<file path="config.mk">
export PLATFORM = sky130hd
export DESIGN_NAME = ram_sp_req_ctrl
export DESIGN_NICKNAME = d
export VERILOG_FILES = /design/src/rtl/ram_sp_req_ctrl.sv
export SDC_FILE = /design/constraint.sdc
export NUM_CORES = 1
export LEC_CHECK = 0
export BUFFER_PORTS_ARGS = -buffer_cell sky130_fd_sc_hd__buf_4
export CORE_UTILIZATION = 56
export CTS_CLUSTER_DIAMETER = 60
export CTS_CLUSTER_SIZE = 28
export DETAILED_ROUTE_END_ITERATION = 10
export PLACE_DENSITY = 0.79
export SETUP_SLACK_MARGIN = 0.15
export SYNTH_ARGS = -nofsm -noshare
export SYNTH_HDL_FRONTEND = slang
export SYNTH_SLANG_ARGS = --single-unit
export TNS_END_PERCENT = 100
</file>
<file path="constraint.sdc">
create_clock -name clk -period 2.13 [get_ports clk]
set_clock_uncertainty 0.1 [all_clocks]
set_input_delay 0.426 -clock clk [delete_from_list [all_inputs] [get_ports clk]]
set_output_delay 0.426 -clock clk [all_outputs]
set_load 0.03 [all_outputs]
</file>
<file path="src/rtl/ram_sp_req_ctrl.sv">
// Request-side controller for a single-port synchronous-read RAM: valid/ready command
// intake, registered RAM drive, two-stage read pipe into a credit-checked response FIFO.
module ram_sp_req_ctrl #(
   parameter int                 DATA_W    = 8,
   parameter int                 ADDR_W    = 4,
   parameter int                 RSP_DEPTH = 4,
   parameter logic [DATA_W-1:0]  INIT_VAL  = '0
) (
   input  logic              clk,
   input  logic              rst_n,
   input  logic              clr,
   output logic              init_done,
   input  logic              cmd_valid,
   output logic              cmd_ready,
   input  logic              cmd_we,
   input  logic [ADDR_W-1:0] cmd_addr,
   input  logic [DATA_W-1:0] cmd_wdata,
   output logic              rsp_valid,
   input  logic              rsp_ready,
   output logic [DATA_W-1:0] rsp_data,
   output logic [ADDR_W-1:0] rsp_addr,
   output logic              ram_we,
   output logic [ADDR_W-1:0] ram_addr,
   output logic [DATA_W-1:0] ram_din,
   input  logic [DATA_W-1:0] ram_dout
);

   localparam int                PTR_W     = $clog2(RSP_DEPTH);
   localparam int                CNT_W     = $clog2(RSP_DEPTH + 1);
   localparam logic [ADDR_W-1:0] LAST_ADDR = {ADDR_W{1'b1}};
   localparam logic [PTR_W-1:0]  LAST_PTR  = PTR_W'(RSP_DEPTH - 1);
   localparam logic [CNT_W:0]    DEPTH_V   = (CNT_W + 1)'(RSP_DEPTH);

   typedef enum logic {ST_INIT, ST_RUN} state_t;

   state_t              state_reg;
   logic [ADDR_W-1:0]   init_ptr_reg;
   logic                init_done_reg;
   logic                ram_we_reg;
   logic [ADDR_W-1:0]   ram_addr_reg;
   logic [DATA_W-1:0]   ram_din_reg;
   logic                p1_valid_reg;
   logic                p2_valid_reg;
   logic [ADDR_W-1:0]   p1_addr_reg;
   logic [ADDR_W-1:0]   p2_addr_reg;
   logic [PTR_W-1:0]    wr_ptr_reg;
   logic [PTR_W-1:0]    rd_ptr_reg;
   logic [CNT_W-1:0]    count_reg;
   logic [ADDR_W+DATA_W-1:0] fifo_mem [RSP_DEPTH];

   logic                run;
   logic                flush;
   logic                cmd_fire;
   logic                rd_fire;
   logic                push;
   logic                pop;
   logic [1:0]          rd_inflight;
   logic [CNT_W:0]      credit_used;

   function automatic logic [PTR_W-1:0] next_ptr(input logic [PTR_W-1:0] p);
      return (p == LAST_PTR) ? '0 : p + 1'b1;
   endfunction

   assign run         = (state_reg == ST_RUN);
   assign flush       = run & clr;
   assign rd_inflight = {1'b0, p1_valid_reg} + {1'b0, p2_valid_reg};
   assign credit_used = {1'b0, count_reg} + {{(CNT_W - 1){1'b0}}, rd_inflight};

   // Reads still in the pipe hold a FIFO slot, so a push can never find the FIFO full.
   assign cmd_ready   = run & ~clr & (credit_used < DEPTH_V);
   assign cmd_fire    = cmd_valid & cmd_ready;
   assign rd_fire     = cmd_fire & ~cmd_we;
   assign rsp_valid   = (count_reg != '0);
   assign push        = p2_valid_reg & ~flush;
   assign pop         = rsp_valid & rsp_ready & ~flush;

   assign init_done   = init_done_reg;
   assign ram_we      = ram_we_reg;
   assign ram_addr    = ram_addr_reg;
   assign ram_din     = ram_din_reg;
   assign {rsp_addr, rsp_data} = fifo_mem[rd_ptr_reg];

   always_ff @(posedge clk or negedge rst_n) begin
      if (!rst_n) begin
         state_reg     <= ST_INIT;
         init_ptr_reg  <= '0;
         init_done_reg <= 1'b0;
         ram_we_reg    <= 1'b0;
         ram_addr_reg  <= '0;
         ram_din_reg   <= '0;
         p1_valid_reg  <= 1'b0;
         p2_valid_reg  <= 1'b0;
         p1_addr_reg   <= '0;
         p2_addr_reg   <= '0;
      end else begin
         p1_valid_reg <= rd_fire;
         if (rd_fire) begin
            p1_addr_reg <= cmd_addr;
         end
         p2_valid_reg <= p1_valid_reg & ~flush;
         p2_addr_reg  <= p1_addr_reg;

         case (state_reg)
            ST_INIT: begin
               ram_we_reg   <= 1'b1;
               ram_addr_reg <= init_ptr_reg;
               ram_din_reg  <= INIT_VAL;
               if (init_ptr_reg == LAST_ADDR) begin
                  state_reg     <= ST_RUN;
                  init_done_reg <= 1'b1;
               end else begin
                  init_ptr_reg <= init_ptr_reg + 1'b1;
               end
            end
            ST_RUN: begin
               if (clr) begin
                  ram_we_reg    <= 1'b0;
                  init_ptr_reg  <= '0;
                  init_done_reg <= 1'b0;
                  state_reg     <= ST_INIT;
               end else if (cmd_fire) begin
                  ram_we_reg   <= cmd_we;
                  ram_addr_reg <= cmd_addr;
                  ram_din_reg  <= cmd_wdata;
               end else begin
                  ram_we_reg <= 1'b0;
               end
            end
            default: state_reg <= ST_INIT;
         endcase
      end
   end

   always_ff @(posedge clk or negedge rst_n) begin
      if (!rst_n) begin
         wr_ptr_reg <= '0;
         rd_ptr_reg <= '0;
         count_reg  <= '0;
      end else if (flush) begin
         wr_ptr_reg <= '0;
         rd_ptr_reg <= '0;
         count_reg  <= '0;
      end else begin
         if (push) begin
            wr_ptr_reg <= next_ptr(wr_ptr_reg);
         end
         if (pop) begin
            rd_ptr_reg <= next_ptr(rd_ptr_reg);
         end
         case ({push, pop})
            2'b10:   count_reg <= count_reg + CNT_W'(1);
            2'b01:   count_reg <= count_reg - CNT_W'(1);
            default: count_reg <= count_reg;
         endcase
      end
   end

   // ram_dout is sampled exactly two edges after the read was accepted.
   always_ff @(posedge clk) begin
      if (push) begin
         fifo_mem[wr_ptr_reg] <= {p2_addr_reg, ram_dout};
      end
   end

endmodule

</file>
## Word level (Yosys, flattened, before mapping)

Memory sizes are Yosys's and may differ from the RTL's.
Cells that the tools add are included.

- Register bits after elaboration: 36
- Bits in writable memories: 48
- Input port bits: 26
- Logic and storage cells: 80
- Memories kept: 1

- Add/sub/neg operators: 7
- $lt $le $gt $ge: 1
- Equal/unequal tests: 10
- Multiplexer cells: 28
- Bitwise operators: 13
- Reduce and logical (&&, ||, !) cells: 7

Memory list:

| name | depth | bits a word | read ports | clocked after Yosys merged registers in | write ports | line | source |
|---|---|---|---|---|---|---|---|
| fifo_mem | 4 | 12 | 1 | 0 | 1 | 49 | `logic [ADDR_W+DATA_W-1:0] fifo_mem [RSP_DEPTH];` |

Operator list:

| kind | count |
|---|---|
| $mux 4 | 4 |
| $mux 8 | 2 |
| $pmux 4 s2 | 2 |
| $pmux 8 s2 | 1 |
| $mux 2 | 6 |
| $and 1x1->1 | 9 |
| $mux 1 | 8 |
| $ne 2x2->1 const B | 4 |
| $eq 2x2->1 const B | 3 |
| $pmux 1 s2 | 3 |
| $pmux 3 s2 | 1 |
| $reduce_and 2->1 | 3 |
| $reduce_bool 3->1 | 2 |
| $add 2x1->2 const B | 2 |
| $add 3x2->4 | 1 |
| $add 4x1->4 const B | 1 |
| $eq 4x4->1 const B | 1 |
| $lt 4x3->1 const B | 1 |
| $not 1->1 | 4 |
| $reduce_bool 2->1 | 2 |
| $add 3x1->3 const B | 1 |
| $mux 3 | 1 |
| $sub 3x1->3 const B | 1 |
| $add 1x1->2 | 1 |
| other kinds (2) | 2 |

## Longest topological paths before layout

Gate-level depths: netlist of the first run.

- Depth in word-level cells: 8
- Mapped depth: 8

## Least setup slack after synthesis of the first run

No wires, ideal clock.

- Path type: register to output
- From: register count_reg[0]
- To: output port cmd_ready
- Data arrival time: 1.789 ns
- Data required time: 1.604 ns
- Slack: -0.185 ns
- Stages on the path, launching flop included: 5
- Buffers on the path: 0
- Path through: dfrtp_1 ha_1 a21oi_1 nor2_1 nor3_1

- Cells in the longest elaborated chain, start to end: 3

Ends and longest elaborated chain:

| item | line | source |
|---|---|---|
| from (decl) | 48 | `logic [CNT_W-1:0] count_reg;` |
| from (signal assigned) | 151 | `2'b10: count_reg <= count_reg + CNT_W'(1);` |
| from (signal assigned) | 152 | `2'b01: count_reg <= count_reg - CNT_W'(1);` |
| from (signal assigned) | 153 | `default: count_reg <= count_reg;` |
| $add 3x2->4 | 67 | `assign credit_used = {1'b0, count_reg} + {{(CNT_W - 1){1'b0}}, rd_inflight};` |
| $lt 4x3->1 | 70 | `assign cmd_ready = run & ~clr & (credit_used < DEPTH_V);` |
| $and 1x1->1 | 70 |  |
| to (decl) | 14 | `output logic cmd_ready,` |

Every way passes these cells.

## Worst setup path after layout of the first run

- From: register rd_ptr_reg[0]
- To: output port rsp_addr[3]

- Cells in the longest elaborated chain, start to end: 1

Ends and longest elaborated chain:

| item | line | source |
|---|---|---|
| from (decl) | 47 | `logic [PTR_W-1:0] rd_ptr_reg;` |
| from (signal assigned) | 148 | `rd_ptr_reg <= next_ptr(rd_ptr_reg);` |
| $mem_v2 4x12 | -- |  |
| to (decl) | 21 | `output logic [ADDR_W-1:0] rsp_addr,` |

Every way passes these cells.

==> results of run 1 <==
layout make-up:
cell class	count	area share (%)
multi-input combinational	118	25.0
tap	72	2.04
inverter	5	0.424
clock inverter	5	1.72
timing repair buffer	73	14.9
clock buffer	11	2.97
sequential	84	53.0
power by group:
group          total [W]  switching [W]  internal, W
sequential       0.00227       0.000295      0.00198
clock            0.00118       0.000521     0.000655
combinational    0.00204        0.00107     0.000967
total            0.00549        0.00189      0.00360
metrics by stage:
| step | util (%) | total power, W | hold WS, ns | std cells |
|---|---|---|---|---|
| after floorplan | - | 0.00339 | 0.0304 | 217 |
| after global placement | 69.1 | 0.00390 | 0.262 | 344 |
| after detailed placement | 69.1 | 0.00397 | 0.265 | 344 |
| after CTS | 76.6 | 0.00538 | 0.168 | 366 |
| after global routing | 78.0 | 0.00573 | 0.165 | 368 |
| final | 78.0 | 0.00549 | 0.169 | 368 |
cell families after synthesis:
kind of cell / synth area share (%)
DFF: 69.3
and+or+nand+nor: 11.1
muxes: 10.5
AOI/OAI and AO/OA: 3.66
buffers and inverters: 1.96
adders and majority gates: 3.18
xor gates and xnor gates: 0.259
cells in the mapped netlist, types with 4 or more instances:
master | instances | area, sq um
sky130_fd_sc_hd__ha_1 | 7 | 87.6
sky130_fd_sc_hd__buf_2 | 5 | 25.0
sky130_fd_sc_hd__nand3_1 | 18 | 90.1
sky130_fd_sc_hd__edfxtp_1 | 48 | 1440
sky130_fd_sc_hd__nand2_1 | 24 | 90.1
sky130_fd_sc_hd__inv_1 | 5 | 18.8
sky130_fd_sc_hd__mux2_2 | 5 | 56.3
sky130_fd_sc_hd__dfrtp_1 | 36 | 901
sky130_fd_sc_hd__mux4_2 | 12 | 270
sky130_fd_sc_hd__and3_1 | 4 | 25.0
sky130_fd_sc_hd__nor3_1 | 5 | 25.0
sky130_fd_sc_hd__nor2_1 | 8 | 30.0
sky130_fd_sc_hd__nand2b_1 | 4 | 25.0
worst min-delay path, stage by stage:
cell,delay [ns]
sky130_fd_sc_hd__buf_4,0.08
sky130_fd_sc_hd__nand2_1,0.04
sky130_fd_sc_hd__nand2_1,0.04
repair_timing:
action / CTS / global route
pin swaps: 6 / 16
endpoints found under the hold margin: 36 / 0
resized for setup: 43 / 12
gates cloned: 0 / 1
setup buffers: 5 / 1
hold buffers: 1 / 0
setup endpoints to repair: 15 / 27
worst max-delay path by stage:
stage	depth (start not counted)	end
floorplan	8	count_reg[2]$_DFFE_PN0P_
global placement	6	count_reg[2]$_DFFE_PN0P_
detailed placement	6	count_reg[2]$_DFFE_PN0P_
CTS	3	rsp_data[7]
global route	3	rsp_data[7]
finish	3	rsp_addr[3]
layer usage:
layer  vias up  GRT usage [%]  share of wire (%)
met5         -              0                  0
met4         0           9.27                1.7
met3        14           5.37                5.2
met2        86           40.4                 54
met1      1079           28.6                 39
li1        953              -                  -
placed cells by master, fill, tap and decap left out, types with 3 or more instances in the layout:
master and n:
sky130_fd_sc_hd__edfxtp_1 48, sky130_fd_sc_hd__and2_1 3, sky130_fd_sc_hd__mux2i_1 3, sky130_fd_sc_hd__nand2_1 24, sky130_fd_sc_hd__ha_1 6, sky130_fd_sc_hd__buf_6 22
sky130_fd_sc_hd__buf_4 48, sky130_fd_sc_hd__nor3_2 3, sky130_fd_sc_hd__nand3_1 14, sky130_fd_sc_hd__mux2_4 4, sky130_fd_sc_hd__nand2b_1 4, sky130_fd_sc_hd__inv_1 5
sky130_fd_sc_hd__dfrtp_2 4, sky130_fd_sc_hd__and3_1 4, sky130_fd_sc_hd__nand3_2 4, sky130_fd_sc_hd__clkbuf_8 9, sky130_fd_sc_hd__mux4_2 12, sky130_fd_sc_hd__dfrtp_1 32
sky130_fd_sc_hd__nor2_1 7
==> flow_results.xml, run 1 <==
<?xml version="1.0" encoding="UTF-8"?>
<metrics>
  <group name="critical_path">
    <metric name="crit_family" unit="">multiplexers</metric>
    <metric name="timing.critical_path.cells" unit="">buf_6, mux4_2, buf_6</metric>
    <metric name="crit-reg2reg-capture" unit="">p1_addr_reg[3]$_DFFE_PN0P_</metric>
    <metric name="timing.rr.start" unit="">p1_valid_reg$_DFF_PN0_</metric>
    <metric name="end_kind" unit="">output pin</metric>
    <metric name="crit_slowest_cell" unit="">sky130_fd_sc_hd__mux4_2</metric>
    <metric name="critPathArrivalTime" unit="ns">1.62</metric>
    <metric name="ff2ff_setup_slack" unit="ns">0.05</metric>
    <metric name="worstSetupPathType" unit="">flop to output pin</metric>
    <metric name="worst_setup_path_startpoint" unit="">rd_ptr_reg[0]$_DFFE_PN0P_</metric>
    <metric name="type_of_element_launching_the_critical_path" unit="">flop</metric>
    <metric name="cp_num_buf_inv" unit="">2</metric>
    <metric name="worst_ep_required_time" unit="ns">1.60</metric>
    <metric name="critical_path_peak_fanout" unit="">7</metric>
    <metric name="timing.reg2reg.worst_path_depth" unit="">9</metric>
    <metric name="slowest_delay" unit="ns">0.53</metric>
    <metric name="critical-path-top-cell-by-count" unit="">sky130_fd_sc_hd__buf_6</metric>
  </group>
  <group name="route">
    <metric name="vias" unit="">2132</metric>
    <metric name="drt-pass1-iter-count" unit="">4</metric>
    <metric name="avgRoutedWirePerCell" unit="um">19.0</metric>
    <metric name="drtIter0Drc" unit="">116</metric>
    <metric name="drt_drc_violations_left" unit="">0</metric>
    <metric name="route.antenna.remaining_nets" unit="">0</metric>
    <metric name="drt_wl_total" unit="um">6980</metric>
    <metric name="detail_route.vias_per_cell" unit="">5.79</metric>
  </group>
  <group name="synth">
    <metric name="syn_nets" unit="">251</metric>
    <metric name="synth-edff-count" unit="">48</metric>
    <metric name="yosys_most_used_dff" unit="">sky130_fd_sc_hd__edfxtp_1</metric>
    <metric name="synth_cell_type_count" unit="">38</metric>
    <metric name="post_synthesis_instance_area" unit="sq um">3380</metric>
    <metric name="syn_area_per_cell" unit="sq um">15.6</metric>
    <metric name="netlist_instances" unit="">217</metric>
    <metric name="synthArstFlopShare" unit="%">42.9</metric>
    <metric name="synth_seq_area_share" unit="%">69.3</metric>
    <metric name="yosysWarnings" unit="">0</metric>
    <metric name="synth-seq-cells" unit="">84</metric>
  </group>
  <group name="sta">
    <metric name="period_share" unit="%">101</metric>
    <metric name="final-max-slew-violation-count" unit="">0</metric>
    <metric name="setup_ws" unit="ns">-0.0179</metric>
    <metric name="setup_tns" unit="ns">-0.0397</metric>
    <metric name="timing.final.crit_period" unit="ns">2.15</metric>
    <metric name="top_achievable_clock_speed" unit="GHz">0.466</metric>
    <metric name="unrepaired_setup_endpoints_after_global_routing" unit="">yes</metric>
    <metric name="relSlewSlack" unit="%">70.9</metric>
    <metric name="tightest_slew" unit="ns">0.437</metric>
    <metric name="hold_viol" unit="">0</metric>
    <metric name="timing.final.setup_violations" unit="">4</metric>
  </group>
  <group name="power_and_ir_drop">
    <metric name="ir_drop" unit="mV">0.802</metric>
    <metric name="p_leak" unit="nW">1.82</metric>
    <metric name="power.density" unit="nW/um^2">1240</metric>
  </group>
  <group name="place">
    <metric name="placed_inst_area" unit="sq um">3920</metric>
    <metric name="dp_hpwl" unit="um">4160</metric>
    <metric name="finalWeightedCongestion" unit="">0.745</metric>
    <metric name="port_buffers" unit="">53</metric>
    <metric name="pre_cts_slack" unit="ns">0.144</metric>
  </group>
  <group name="cells_and_area">
    <metric name="fin_area" unit="sq um">4430</metric>
    <metric name="multi_input_comb_area" unit="sq um">1100</metric>
    <metric name="num-fill-cells" unit="">349</metric>
    <metric name="num-nets-final" unit="">325</metric>
    <metric name="area_growth_syn_to_layout" unit="%">30.9</metric>
    <metric name="number_of_antenna_repair_diodes" unit="">0</metric>
    <metric name="share_of_layout_cells_above_drive_strength_1" unit="%">43.9</metric>
    <metric name="largest_reg_flops" unit="">48</metric>
    <metric name="regArea" unit="sq um">2350</metric>
  </group>
  <group name="clock_tree">
    <metric name="clock_tree.root_cell" unit="">sky130_fd_sc_hd__clkbuf_8</metric>
    <metric name="path_clk_slew" unit="ns">0.07</metric>
    <metric name="tritoncts.num_buffers" unit="">9</metric>
    <metric name="cts_tree" unit="">yes</metric>
    <metric name="clockBufferDepth" unit="">2</metric>
    <metric name="cts-htree-levels" unit="">3</metric>
    <metric name="clkSinkCount" unit="">84</metric>
    <metric name="worst_skew_pair.late_latency" unit="ns">0.35</metric>
  </group>
  <group name="min_path">
    <metric name="worst_hold_path_type" unit="">input pin to flop</metric>
    <metric name="hold_path_depth" unit="">3</metric>
    <metric name="hold_path_end" unit="">ram_din[5]$_DFFE_PN0P_</metric>
    <metric name="hold_start" unit="">cmd_wdata[5]</metric>
  </group>
  <group name="flow_run">
    <metric name="cap_violations" unit="">0</metric>
  </group>
  <group name="grt">
    <metric name="via_count_of_the_first_global_routing_pass" unit="">2155</metric>
    <metric name="globalRoute.totalOverflow" unit="">0</metric>
    <metric name="globalRouteTotalUtil" unit="%">23.5</metric>
    <metric name="grt_pass1_wl" unit="um">10600</metric>
    <metric name="antenna_found_initial" unit="">0</metric>
    <metric name="grt_max_degree" unit="">37</metric>
  </group>
  <group name="floorplanning">
    <metric name="top_level_ports" unit="">54</metric>
    <metric name="dieWidth" unit="um">79.7</metric>
    <metric name="floorplan.die_area" unit="sq um">6350</metric>
    <metric name="die_y" unit="um">79.7</metric>
    <metric name="floorplan.core_area" unit="sq um">5680</metric>
    <metric name="floorplan.rows" unit="">27</metric>
    <metric name="initial_core_util" unit="%">59.6</metric>
  </group>
  <group name="status">
    <metric name="failed_checks" unit="">setup timing</metric>
    <metric name="status" unit="">finished, violations left</metric>
  </group>
</metrics>
No activity file was read; power rests on OpenSTA's default activity.
==> run 2: changes to the inputs <==
--- a/config.mk
+++ b/config.mk
@@ -10,7 +10,7 @@
 export CTS_CLUSTER_DIAMETER = 60
 export CTS_CLUSTER_SIZE = 28
 export DETAILED_ROUTE_END_ITERATION = 10
-export PLACE_DENSITY = 0.79
+export PLACE_DENSITY = 0.85
 export SETUP_SLACK_MARGIN = 0.15
 export SYNTH_ARGS = -nofsm -noshare
 export SYNTH_HDL_FRONTEND = slang
==> run 2 against run 1 <==
The run now ends clean. Critical endpoint is now rsp_data[2]. Fmax rose by 2.0%. Critical path depth did not move. Design area fell by 1.8%. Global-route usage fell by 0.058 points. Cell count fell by 0.82%. Worst hold slack improved by 0.0019 ns. Sequential power barely moved. Worst setup slack improved by 0.042 ns. Sequential share of layout area rose by 0.93 points.
==> flow_results.xml, run 2 (synthesis results as in run 1) <==
<?xml version="1.0" encoding="UTF-8"?>
<metrics>
  <group name="floorplanning">
    <metric name="floorplan.rows" unit="">27</metric>
    <metric name="floorplan.core_area" unit="sq um">5680</metric>
    <metric name="dieWidth" unit="um">79.7</metric>
    <metric name="die_y" unit="um">79.7</metric>
    <metric name="initial_core_util" unit="%">59.6</metric>
    <metric name="top_level_ports" unit="">54</metric>
    <metric name="floorplan.die_area" unit="sq um">6350</metric>
  </group>
  <group name="sta">
    <metric name="tightest_slew" unit="ns">0.513</metric>
    <metric name="timing.final.setup_violations" unit="">0</metric>
    <metric name="timing.final.crit_period" unit="ns">2.11</metric>
    <metric name="hold_viol" unit="">0</metric>
    <metric name="setup_ws" unit="ns">0.0246</metric>
    <metric name="unrepaired_setup_endpoints_after_global_routing" unit="">yes</metric>
    <metric name="period_share" unit="%">98.8</metric>
    <metric name="top_achievable_clock_speed" unit="GHz">0.475</metric>
    <metric name="relSlewSlack" unit="%">65.8</metric>
    <metric name="final-max-slew-violation-count" unit="">0</metric>
  </group>
  <group name="route">
    <metric name="avgRoutedWirePerCell" unit="um">18.0</metric>
    <metric name="drt-pass1-iter-count" unit="">4</metric>
    <metric name="vias" unit="">2107</metric>
    <metric name="route.antenna.remaining_nets" unit="">0</metric>
    <metric name="drt_drc_violations_left" unit="">0</metric>
    <metric name="drt_wl_total" unit="um">6580</metric>
    <metric name="drtIter0Drc" unit="">121</metric>
    <metric name="detail_route.vias_per_cell" unit="">5.77</metric>
  </group>
  <group name="place">
    <metric name="port_buffers" unit="">53</metric>
    <metric name="placed_inst_area" unit="sq um">3940</metric>
    <metric name="place_inst" unit="">345</metric>
    <metric name="pre_cts_slack" unit="ns">0.147</metric>
    <metric name="finalWeightedCongestion" unit="">0.761</metric>
    <metric name="dp_hpwl" unit="um">4370</metric>
  </group>
  <group name="grt">
    <metric name="via_count_of_the_first_global_routing_pass" unit="">2256</metric>
    <metric name="antenna_found_initial" unit="">0</metric>
    <metric name="globalRouteTotalUtil" unit="%">23.4</metric>
    <metric name="grt_pass1_wl" unit="um">10800</metric>
    <metric name="grt_max_degree" unit="">37</metric>
    <metric name="globalRoute.totalOverflow" unit="">0</metric>
  </group>
  <group name="power_and_ir_drop">
    <metric name="power.density" unit="nW/um^2">1280</metric>
    <metric name="power" unit="W">0.00556</metric>
    <metric name="p_leak" unit="nW">1.80</metric>
    <metric name="ir_drop" unit="mV">0.849</metric>
  </group>
  <group name="status">
    <metric name="status" unit="">complete, no violations</metric>
  </group>
  <group name="clock_tree">
    <metric name="worst_skew_pair.late_latency" unit="ns">0.34</metric>
    <metric name="clkSinkCount" unit="">84</metric>
    <metric name="clock_tree.root_cell" unit="">sky130_fd_sc_hd__clkbuf_8</metric>
    <metric name="path_clk_slew" unit="ns">0.08</metric>
    <metric name="cts_tree" unit="">yes</metric>
    <metric name="cts-htree-levels" unit="">3</metric>
    <metric name="tritoncts.num_buffers" unit="">9</metric>
    <metric name="clockBufferDepth" unit="">2</metric>
  </group>
  <group name="critical_path">
    <metric name="worstSetupPathType" unit="">flop to output pin</metric>
    <metric name="crit_slowest_cell" unit="">sky130_fd_sc_hd__mux4_2</metric>
    <metric name="ff2ff_setup_slack" unit="ns">0.18</metric>
    <metric name="timing.reg2reg.worst_path_depth" unit="">7</metric>
    <metric name="cp_num_buf_inv" unit="">2</metric>
    <metric name="critPathArrivalTime" unit="ns">1.58</metric>
    <metric name="crit-reg2reg-capture" unit="">count_reg[2]$_DFFE_PN0P_</metric>
    <metric name="slowest_delay" unit="ns">0.54</metric>
    <metric name="end_kind" unit="">output pin</metric>
    <metric name="crit_family" unit="">multiplexers</metric>
    <metric name="type_of_element_launching_the_critical_path" unit="">flop</metric>
    <metric name="timing.rr.start" unit="">count_reg[0]$_DFFE_PN0P_</metric>
    <metric name="timing.critical_path.cells" unit="">buf_12, mux4_2, buf_6</metric>
    <metric name="worst_ep_required_time" unit="ns">1.60</metric>
    <metric name="critical_path_peak_fanout" unit="">13</metric>
  </group>
  <group name="min_path">
    <metric name="worst_hold_path_type" unit="">input pin to flop</metric>
    <metric name="hold_path_end" unit="">ram_din[0]$_DFFE_PN0P_</metric>
    <metric name="hold_start" unit="">cmd_wdata[0]</metric>
    <metric name="hold_path_depth" unit="">3</metric>
  </group>
  <group name="flow_run">
    <metric name="cap_violations" unit="">0</metric>
  </group>
  <group name="cells_and_area">
    <metric name="largest_reg_flops" unit="">48</metric>
    <metric name="num-nets-final" unit="">322</metric>
    <metric name="finalNonFillerCells" unit="">365</metric>
    <metric name="num-fill-cells" unit="">325</metric>
    <metric name="mostFrequentLayoutCells" unit="">sky130_fd_sc_hd__buf_4 (52), sky130_fd_sc_hd__edfxtp_1 (48), sky130_fd_sc_hd__dfrtp_1 (33)</metric>
    <metric name="fin_area" unit="sq um">4350</metric>
    <metric name="layout.cells.most_common" unit="">sky130_fd_sc_hd__buf_4</metric>
    <metric name="number_of_antenna_repair_diodes" unit="">0</metric>
    <metric name="share_of_layout_cells_above_drive_strength_1" unit="%">42.0</metric>
    <metric name="area_growth_syn_to_layout" unit="%">28.6</metric>
  </group>
</metrics>
==> run 2: layer usage <==
layer | track usage, % | part of all wire [%]
met4 | 10.7 | 1.7
met1 | 27.4 | 39
met2 | 41.5 | 54
met3 | 4.57 | 5.3
met5 | 0 | 0
==> run 2: worst max path at each step <==
stage | from | end | cells after the start
3_5_place_dp | count_reg[0]$_DFFE_PN0P_ | count_reg[2]$_DFFE_PN0P_ | 6
6_report | rd_ptr_reg[0]$_DFFE_PN0P_ | rsp_data[2] | 3
4_1_cts | rd_ptr_reg[0]$_DFFE_PN0P_ | rsp_data[2] | 3
2_1_floorplan | run$_DFF_PN0_ | count_reg[2]$_DFFE_PN0P_ | 8
3_3_place_gp | count_reg[0]$_DFFE_PN0P_ | count_reg[2]$_DFFE_PN0P_ | 6
5_1_grt | rd_ptr_reg[0]$_DFFE_PN0P_ | rsp_data[2] | 3
==> run 2: cell type report <==
type / instances / area [sq um] / area share (%)
inverters: 5 / 18.8 / 0.432
multi-input cells: 118 / 1050 / 24.3
flip-flops and latches: 84 / 2350 / 54.0
well taps: 72 / 90.1 / 2.07
clock inverters: 7 / 114 / 2.62
clock buffers: 9 / 124 / 2.85
repair buffers: 70 / 601 / 13.8
==> run 2: tightest hold or removal path, stage by stage <==
cell	delay, ns
sky130_fd_sc_hd__buf_4	0.08
sky130_fd_sc_hd__nand2_1	0.04
sky130_fd_sc_hd__nand2_1	0.04
==> run 2: timing repair <==
action,4_1_cts,5_1_grt
hold buffers,1,0
setup buffers,3,0
pin swaps,4,6
setup endpoints to repair,14,15
endpoints found under the hold margin,36,0
gates resized for setup,26,8
==> run 2: report_power, final <==
group | internal [W] | total [W] | switching (W)
combinational | 0.000947 | 0.00198 | 0.00103
clock | 0.000777 | 0.00132 | 0.000541
sequential | 0.00198 | 0.00226 | 0.000288
total | 0.00370 | 0.00556 | 0.00186
==> run 2: metrics by stage <==
| stage | setup TNS [ns] | utilization (%) | hold slack, ns |
|---|---|---|---|
| after floorplan | 0 | - | 0.0304 |
| after global placement | 0 | 69.5 | 0.266 |
| after detailed placement | 0 | 69.5 | 0.266 |
| after CTS | 0 | 76.1 | 0.159 |
| after global routing | -0.107 | 76.6 | 0.165 |
| final | 0 | 76.6 | 0.170 |
